[src/rtl/fog_rate_pkg.sv]
// Shared types and constants for the FOG decimating rate accumulator.
package fog_rate_pkg;

  localparam int RATE_W = 32;
  localparam int SEQ_W  = 8;

  localparam logic [RATE_W-1:0] RATE_MAX = 32'h7FFF_FFFF;
  localparam logic [RATE_W-1:0] RATE_MIN = 32'h8000_0000;
  localparam logic [7:0]        DROP_SAT = 8'hFF;

  typedef struct packed {
    logic [SEQ_W-1:0]  seq;
    logic [RATE_W-1:0] rate;
  } rate_entry_t;

endpackage

[src/rtl/fog_rate_fifo.sv]
// Synchronous show-ahead FIFO of rate entries with a synchronous clear.
module fog_rate_fifo
  import fog_rate_pkg::*;
#(
  parameter int DEPTH = 4
) (
  input  logic                     i_clk,
  input  logic                     i_rst_n,
  input  logic                     i_clr,
  input  logic                     i_push,
  input  rate_entry_t              i_data,
  input  logic                     i_pop,
  output rate_entry_t              o_data,
  output logic                     o_full,
  output logic                     o_empty,
  output logic [$clog2(DEPTH):0]   o_level
);

  localparam int AW = $clog2(DEPTH);

  rate_entry_t     mem_q [DEPTH];
  logic [AW-1:0]   wr_q, rd_q;
  logic [AW:0]     level_q;
  logic            do_push, do_pop;

  assign o_full  = (level_q == (AW+1)'(DEPTH));
  assign o_empty = (level_q == '0);
  assign o_level = level_q;
  assign o_data  = mem_q[rd_q];

  // A push into a full FIFO is legal when the head leaves at the same edge.
  assign do_pop  = i_pop & ~o_empty;
  assign do_push = i_push & (~o_full | do_pop);

  always_ff @(posedge i_clk) begin
    if (do_push && !i_clr) mem_q[wr_q] <= i_data;
  end

  always_ff @(posedge i_clk or negedge i_rst_n) begin
    if (!i_rst_n) begin
      wr_q    <= '0;
      rd_q    <= '0;
      level_q <= '0;
    end else if (i_clr) begin
      wr_q    <= '0;
      rd_q    <= '0;
      level_q <= '0;
    end else begin
      if (do_push) wr_q <= wr_q + AW'(1);
      if (do_pop)  rd_q <= rd_q + AW'(1);
      case ({do_push, do_pop})
        2'b10:   level_q <= level_q + (AW+1)'(1);
        2'b01:   level_q <= level_q - (AW+1)'(1);
        default: level_q <= level_q;
      endcase
    end
  end

endmodule

[src/rtl/fog_rate_accum.sv]
// Window-sums FOG feedback steps into a show-ahead FIFO of saturated rates.
// Define FOG_RATE_ANGLE_EN to build the wrap-around angle integrator.
module fog_rate_accum
  import fog_rate_pkg::*;
#(
  parameter int IN_W       = RATE_W,   // must match the package entry width
  parameter int ACC_W      = 48,
  parameter int FIFO_DEPTH = 4
) (
  input  logic                          i_clk,
  input  logic                          i_rst_n,
  input  logic                          i_step_valid,
  input  logic [IN_W-1:0]               i_step,
  input  logic [15:0]                   i_win_len,
  input  logic                          i_clr,
  output logic [IN_W-1:0]               o_rate,
  output logic [7:0]                    o_seq,
  output logic                          o_valid,
  input  logic                          i_ready,
  output logic [ACC_W-1:0]              o_angle,
  output logic [7:0]                    o_drop_cnt,
  output logic [$clog2(FIFO_DEPTH):0]   o_level
);

  localparam logic [ACC_W-1:0] SAT_HI = {{(ACC_W-IN_W){1'b0}}, RATE_MAX};
  localparam logic [ACC_W-1:0] SAT_LO = {{(ACC_W-IN_W){1'b1}}, RATE_MIN};

  logic [ACC_W-1:0] sum_q, sum_d, sum_nxt, step_ext;
  logic [15:0]      cnt_q, cnt_d, len_q, len_d, len_in, len_cur;
  logic             len_ok_q, len_ok_d;
  logic [7:0]       seq_q, seq_d, drop_q, drop_d;
  logic             step_fire, win_done, pop, push, full, empty;
  logic [IN_W-1:0]  rate_sat;
  rate_entry_t      wr_entry, head;

  assign step_fire = i_step_valid & ~i_clr;
  assign step_ext  = {{(ACC_W-IN_W){i_step[IN_W-1]}}, i_step};
  assign sum_nxt   = sum_q + step_ext;
  assign len_in    = (i_win_len == 16'd0) ? 16'd1 : i_win_len;
  // Until the first step of a window the live length is used; it is latched then.
  assign len_cur   = len_ok_q ? len_q : len_in;
  assign win_done  = step_fire && (({1'b0, cnt_q} + 17'd1) == {1'b0, len_cur});

  always_comb begin
    rate_sat = sum_nxt[IN_W-1:0];
    if ($signed(sum_nxt) > $signed(SAT_HI))      rate_sat = RATE_MAX;
    else if ($signed(sum_nxt) < $signed(SAT_LO)) rate_sat = RATE_MIN;
  end

  assign wr_entry = '{seq: seq_q, rate: rate_sat};
  assign pop      = o_valid & i_ready;
  assign push     = win_done & (~full | pop);

  always_comb begin
    sum_d    = sum_q;
    cnt_d    = cnt_q;
    len_d    = len_q;
    len_ok_d = len_ok_q;
    seq_d    = seq_q;
    drop_d   = drop_q;
    if (i_clr) begin
      sum_d    = '0;
      cnt_d    = '0;
      len_ok_d = 1'b0;
      seq_d    = '0;
      drop_d   = '0;
    end else if (win_done) begin
      sum_d    = '0;
      cnt_d    = '0;
      len_d    = len_in;
      len_ok_d = 1'b1;
      seq_d    = seq_q + 8'd1;
      if (full && !pop && drop_q != DROP_SAT) drop_d = drop_q + 8'd1;
    end else if (step_fire) begin
      sum_d    = sum_nxt;
      cnt_d    = cnt_q + 16'd1;
      len_d    = len_cur;
      len_ok_d = 1'b1;
    end
  end

  always_ff @(posedge i_clk or negedge i_rst_n) begin
    if (!i_rst_n) begin
      sum_q    <= '0;
      cnt_q    <= '0;
      len_q    <= 16'd1;
      len_ok_q <= 1'b0;
      seq_q    <= '0;
      drop_q   <= '0;
    end else begin
      sum_q    <= sum_d;
      cnt_q    <= cnt_d;
      len_q    <= len_d;
      len_ok_q <= len_ok_d;
      seq_q    <= seq_d;
      drop_q   <= drop_d;
    end
  end

  fog_rate_fifo #(.DEPTH(FIFO_DEPTH)) u_fifo (
    .i_clk   (i_clk),
    .i_rst_n (i_rst_n),
    .i_clr   (i_clr),
    .i_push  (push),
    .i_data  (wr_entry),
    .i_pop   (pop),
    .o_data  (head),
    .o_full  (full),
    .o_empty (empty),
    .o_level (o_level)
  );

  assign o_valid    = ~empty;
  assign o_rate     = empty ? '0 : head.rate;
  assign o_seq      = empty ? '0 : head.seq;
  assign o_drop_cnt = drop_q;

`ifdef FOG_RATE_ANGLE_EN
  logic [ACC_W-1:0] angle_q;

  always_ff @(posedge i_clk or negedge i_rst_n) begin
    if (!i_rst_n)       angle_q <= '0;
    else if (i_clr)     angle_q <= '0;
    else if (step_fire) angle_q <= angle_q + step_ext;
  end

  assign o_angle = angle_q;
`else
  assign o_angle = '0;
`endif

endmodule

[config.mk]
export PLATFORM = sky130hd
export DESIGN_NAME = fog_rate_accum
export DESIGN_NICKNAME = d
export VERILOG_FILES = /design/src/rtl/fog_rate_pkg.sv /design/src/rtl/fog_rate_fifo.sv /design/src/rtl/fog_rate_accum.sv
export SDC_FILE = /design/constraint.sdc
export NUM_CORES = 1
export LEC_CHECK = 0
export BUFFER_PORTS_ARGS = -buffer_cell sky130_fd_sc_hd__clkbuf_2
export CAP_MARGIN = 40
export CORE_MARGIN = 2
export CORE_UTILIZATION = 61
export DETAILED_ROUTE_END_ITERATION = 10
export PLACE_DENSITY = 0.92
export SETUP_SLACK_MARGIN = 0.4
export SLEW_MARGIN = 20
export SYNTH_ARGS = -nofsm -noshare
export SYNTH_HDL_FRONTEND = slang
export SYNTH_SLANG_ARGS = --single-unit
export TNS_END_PERCENT = 10
[constraint.sdc]
create_clock -name i_clk -period 5.8 [get_ports i_clk]
set_clock_uncertainty 0.1 [all_clocks]
set_input_delay 0.29 -clock i_clk [delete_from_list [all_inputs] [get_ports i_clk]]
set_output_delay 0.29 -clock i_clk [all_outputs]
set_load 0.02 [all_outputs]
# After elaboration in Yosys (flattened, before gate mapping)
# Memories as Yosys holds them, arrays and structs flattened.
# Index checks and enable logic that the tools add are counted.
[word_totals] regBits=104 ramBits=160 in_bits=53 output_inout_bits=100 wordCells=83 memories=1
[memory_table] name="u_fifo.mem_q" depth=4 width=40 read_ports=1 rd_clocked_by_memory_dff=0 write_ports=1 line_no="fog_rate_fifo.sv:21" rtl="rate_entry_t mem_q [DEPTH];"
[classes] n_addsub=9 order_cmp=2 n_eq_ne=5 mux=30 bitwise=10 reduce_logical=17
[op_table] op="$mux W48" count=3
[op_table] op="$mux W16" count=7
[op_table] op="$mux W32" count=3
[op_table] op="$add A48 B48 Y48" count=1
[op_table] op="$gt A48 B32 Y1 const B" count=1
[op_table] op="$lt A48 B32 Y1 const B" count=1
[op_table] op="$mux W8" count=6
[op_table] op="$add A16 B1 Y17 const B" count=1
[op_table] op="$eq A17 B16 Y1" count=1
[op_table] op="$add A16 B1 Y16 const B" count=1
[op_table] op="$add A8 B1 Y8 const B" count=2
[op_table] op="$logic_not A16 Y1" count=1
[op_table] op="$reduce_bool A2 Y1" count=5
[op_table] op="$mux W2" count=4
[op_table] op="$ne A8 B8 Y1 const B" count=1
[op_table] op="$pmux W3 S2" count=1
[op_table] op="$reduce_bool A3 Y1" count=2
[op_table] op="$and A1 B1 Y1" count=5
[op_table] op="$mux W1" count=5
[op_table] op="$add A2 B1 Y2 const B" count=2
[op_table] op="$logic_and A1 B1 Y1" count=4
[op_table] op="$reduce_and A2 Y1" count=2
[op_table] op="$add A3 B1 Y3 const B" count=1
[op_table] op="$eq A3 B3 Y1 const B" count=1
[op_table] op="8 further kinds" count=12

# Logic depth before layout (Yosys ltp)
[logic_depth] ltp_word=10 mapped_depth=15 mapped_depth_nobuf=14

# Modules after synthesis
# Synthesis repeated with hierarchy kept, for this count alone.
[hier_totals] hier_cells=1320 hier_area_um2=15408.5
[by_module_without_submodules] mod="fog_rate_accum" n_inst=1 cells_each=1043 area_per_inst_um2=8917.3 seq_area_each_um2=2428.6
[by_module_without_submodules] mod="fog_rate_fifo" n_inst=1 cells_each=277 area_per_inst_um2=6491.2 seq_area_each_um2=4979.8

# Worst setup path after synthesis
# No wires, ideal clock.
[synth_timing] kind="register to register" start="register len_ok_q" end="memory u_fifo.mem_q[0][0] in the netlist's numbering (enable)" setup_ns=0.401 t_arrival_ns=3.310 required_ns=5.299 path_slack_ns=1.988 path_stages_with_launch=12 n_path_buf=3 period_less_slack_ns=3.812 cell_sequence="dfrtp_1 buf_2 mux2i_1 nand3b_1 o211ai_1 a21oi_1 a2111oi_1 nand3_1 and4bb_1 buf_4 buf_2 and3_1"
[synth_via] elab_chain_cells=8
[synth_lines] element="from (decl)" line_no="fog_rate_accum.sv:30" rtl="logic len_ok_q, len_ok_d;"
[synth_lines] element="from (signal assigned)" line_no="fog_rate_accum.sv:94" rtl="len_ok_q <= len_ok_d;"
[synth_lines] element="$mux W16" line_no="fog_rate_accum.sv:41" rtl="assign len_cur = len_ok_q ? len_q : len_in;"
[synth_lines] element="$eq A17 B16 Y1" line_no="fog_rate_accum.sv:42" rtl="assign win_done = step_fire && (({1'b0, cnt_q} + 17'd1) == {1'b0, len_cur});"
[synth_lines] element="$logic_and A1 B1 Y1" line_no="fog_rate_accum.sv:42"
[synth_lines] element="$and A1 B1 Y1" line_no="fog_rate_accum.sv:52" rtl="assign push = win_done & (~full | pop);"
[synth_lines] element="$and A1 B1 Y1" line_no="fog_rate_fifo.sv:33" rtl="assign do_push = i_push & (~o_full | do_pop);"
[synth_lines] element="$logic_and A1 B1 Y1" line_no="fog_rate_fifo.sv:36" rtl="if (do_push && !i_clr) mem_q[wr_q] <= i_data;"
[synth_lines] element="$mux W1" line_no="fog_rate_fifo.sv:36"
[synth_lines] element="$mux W1 (implied by the code)" line_no="fog_rate_fifo.sv:36"
[synth_lines] element="to (decl)" line_no="fog_rate_fifo.sv:21"
# No other way between the ends.

# Final worst setup path
[layout_timing] start="register sum_q[9]" end="memory u_fifo.mem_q[3][25] in the netlist's numbering, data pin"
[layout_via] elab_chain_cells=4 elab_cells_between_ends=5 classes_between="add/sub: 1; order compare: 2; mux: 2"
[layout_lines] element="from (decl)" line_no="fog_rate_accum.sv:28" rtl="logic [ACC_W-1:0] sum_q, sum_d, sum_nxt, step_ext;"
[layout_lines] element="from (signal assigned)" line_no="fog_rate_accum.sv:91" rtl="sum_q <= sum_d;"
[layout_lines] element="$add A48 B48 Y48 *" line_no="fog_rate_accum.sv:38" rtl="assign sum_nxt = sum_q + step_ext;"
[layout_lines] element="$lt A48 B32 Y1" line_no="fog_rate_accum.sv:47" rtl="else if ($signed(sum_nxt) < $signed(SAT_LO)) rate_sat = RATE_MIN;"
[layout_lines] element="$mux W32" line_no="fog_rate_accum.sv:47"
[layout_lines] element="$mux W32 *" line_no="fog_rate_accum.sv:46" rtl="if ($signed(sum_nxt) > $signed(SAT_HI)) rate_sat = RATE_MAX;"
[layout_lines] element="net rate_sat[25]" line_no="fog_rate_accum.sv:33" rtl="logic [IN_W-1:0] rate_sat;"
# The timed path passes the listed nets; every way through them passes the cells marked *.

==> results.md <==
* Status: finished clean
* Synthesis Warnings at 0
* Initial antenna violation count at 1
* Worst vdd ir at 0.217 mV
* Routed vias at 11400
* Placement Setup Slack at 1.09 ns
* Fin cells at roughly 1700
* Worst hold-check path type: input pin to register
* Post-Route WL at 39100 um
* Drt via density at 6.54
* Pins Over Slew Limit at 0
* Width of the die at 160 um
* Post-Syn Area at 14800 um^2
* CP Data Required Time at 5.89 ns
* Clock-pin slew on the worst setup and hold paths at around 0.07 ns
* GRT Overall Usage at between 30% and 40%
* # rows at 56
* Tcrit/Tclk final at roughly 84%
* Final WS setup at about 0.94 ns
* # hold bufs at CTS at 16
* Number of port buffers at 104
* Area delta synth->final at 12.1%
* H-tree depth at 1
* PostCTS Resize Cnt at 0
* CTS tree: done
* Post CTS Setup Buffer Count at 0
* Avg Cell Area, Syn at around 11 um^2
* Slew margin rel. at 42.3%
* Wire per inst at 22.4 um
* Min Tclk post-route at 4.86 ns
* Initial Utilization at 62.5%
* Full die area at approximately 25000 um^2
* Area leader, netlist: edfxtp_1
* Gpl congestion at 0.959
* Syn Inst Count at 1316
* Fraction of layout cells with a size suffix above 1 at 17.0%
* Min Hold Slack at just under 0.09 ns
* Setup TNS at 0 ns
* Flops & latches, synth at ~260
* Slew @ Worst Pin at 0.854 ns
* Max Freq at slightly above 200 MHz
* GRT Residual Overflow at 0
* Number of remaining DRC errors at 0
* Fill cells at 1535
* CP max FO at 31
* Synth top area share at 32.5%
* Critical path arrival at 4.95 ns
* Fin nets at about 1500
* Worst Setup End Kind: register
* Post-route ant nets at 0
* Largest cells by area after synthesis: edfxtp_1 33%, dfrtp_1 17%, mux4_2 6.1%
* Max clock buf depth at 3
* Ports at about 150
* Register area at 7410 um^2
* Core area at around 24000 um^2
* Unrepaired setup endpoints after global routing: no
* Post-synth ARST share at 39.4%
* Crit path kind: register to register
* Leak pwr at 6.54 nW
* Vias in the first global route at around 11000
* DR iter-0 viols at 1117
* HPWL after detailed placement at 25500 um
* Root Driver: clkbuf_16
* Final setup fails at 0
* Multi-input logic area at 6800 um^2
* Synth unique cells at 83
* Final Hold Vio Count at 0
* First-pass GRT wire length at 61900 um
* Clock sinks at 264
* Startpoint types: register
* Sequential-to-total area share from yosys stat at around 50%
* Final core utilization at 70.1%
* Max cap viols at 0
* First drt pass iteration count at 6
* EDFF count, synth at 160
* Clk_lat worst skew at about 0.54 ns
* Largest net degree at the start of global routing at a little under 60
* Die H at 160 um
* Total CTS buffers at 27
* Placed Cells at 1679
* Top FF cell, synth: edfxtp_1
* Pwr Density at about 330 nW/um^2
==> report_power, final <==
group          internal [mW]  switching, mW  leakage [nW]  total [mW]
Clock                   1.10          0.739         0.462        1.84
Sequential              2.21         0.0508          2.80        2.26
Combinational          0.418          0.896          3.27        1.31
==> path summary, 6_finish.rpt <==
path	cells after the start	from	slack, ns	to
setup / recovery	11	sum_q[9]$_DFFE_PN0P_	0.94	u_fifo.mem_q[3][25]$_DFFE_PP_
hold / removal	3	i_step_valid	0.09	len_ok_q$_DFFE_PN0P_
setup reg to reg	11	sum_q[9]$_DFFE_PN0P_	0.94	u_fifo.mem_q[3][25]$_DFFE_PP_
hold reg to reg	2	sum_q[33]$_DFFE_PN0P_	0.38	sum_q[33]$_DFFE_PN0P_
max in group asynchronous	3	i_rst_n	4.13	sum_q[20]$_DFFE_PN0P_
min in group asynchronous	2	i_rst_n	0.24	cnt_q[4]$_DFFE_PN0P_
==> cells by family after synthesis <==
logic type	share of synthesized area, %
compound gates	12.6
flops	50.2
other cells	0.0254
simple gates	13.5
xor+xnor	4.54
buf+inv	5.14
fa+ha+maj	4.85
mux	9.18
==> layout by cell type, fill, tap and decap left out, types with 38 or more instances in the layout <==
cell type	n
a21oi_1	69
and2_1	49
clkbuf_2	103
conb_1	48
dfrtp_1	102
edfxtp_1	160
ha_1	54
mux4_2	40
nand2_1	108
nor2_1	87
o21ai_0	97
o21ai_1	38
xor2_1	39
==> worst max-delay path: stages, from the launching register on <==
cell and delay (ns):
dfrtp_1 0.41, ha_1 0.40, a21oi_1 0.35, o21ai_0 0.30, a211oi_1 0.40, nand3_1 0.27, a2111oi_0 0.62, o31ai_1 0.18
xnor2_1 0.31, and4_1 0.24, a41o_2 0.60, o21ai_1 0.32
==> sequential cells by signal (all words and copies together), names as in the netlist <==
register        cells
sum_q              48
len_ok_q            1
o_drop_cnt          8
u_fifo.mem_q      160
u_fifo.o_level      3
u_fifo.rd_q         2
u_fifo.wr_q         2
len_q              16
cnt_q              16
seq_q               8
==> synthesized netlist by cell type (all sizes together) (4+ instances only) <==
cell,n
a21o,11
mux4,40
o31a,4
mux2i,24
or4,4
a211oi,8
xnor2,35
nor2,88
inv,18
nor4b,4
o211ai,10
a31oi,8
ha,54
nand2b,6
o21a,7
nand3b,9
and2,50
nand3,22
o21ai,136
buf,73
mux2,19
dfrtp,103
o21bai,6
nor3,22
clkbuf,47
a2111oi,4
a22o,7
xor2,39
nor4,7
nor2b,10
and3,19
or3,8
nand2,108
o31ai,4
nand4,28
a21oi,70
edfxtp,160
==> stage by stage <==
stage                     total power [mW]  area [um^2]
after floorplan                       3.21        14900
after global placement                3.46        15200
after detailed placement              3.52        15400
after CTS                             5.36        16500
after global routing                  5.59        16500
final                                 5.41        16500
==> metal layers <==
metal,routed length (um),part of all wire (%),GRT usage [%],vias to the layer above
li1,-,-,-,4986
met3,3510,9.0,4.66,156
met1,14900,38,40.0,5485
met5,0,0,0,-
met2,18900,48,50.8,810
met4,1710,4.4,12.9,0
==> final cells by class <==
| cell class | instances | share of cell area (%) |
|---|---|---|
| flip-flops and latches | 264 | 44.8 |
| multi-input cells | 961 | 41.1 |
| repair buffers | 136 | 5.65 |
| clock buffers | 30 | 4.27 |
| well taps | 319 | 2.41 |
| clock inverters | 20 | 1.40 |
| inverters | 18 | 0.408 |
| diodes | 1 | 0.0151 |
Note: power is estimated with default switching activity, not from simulation.
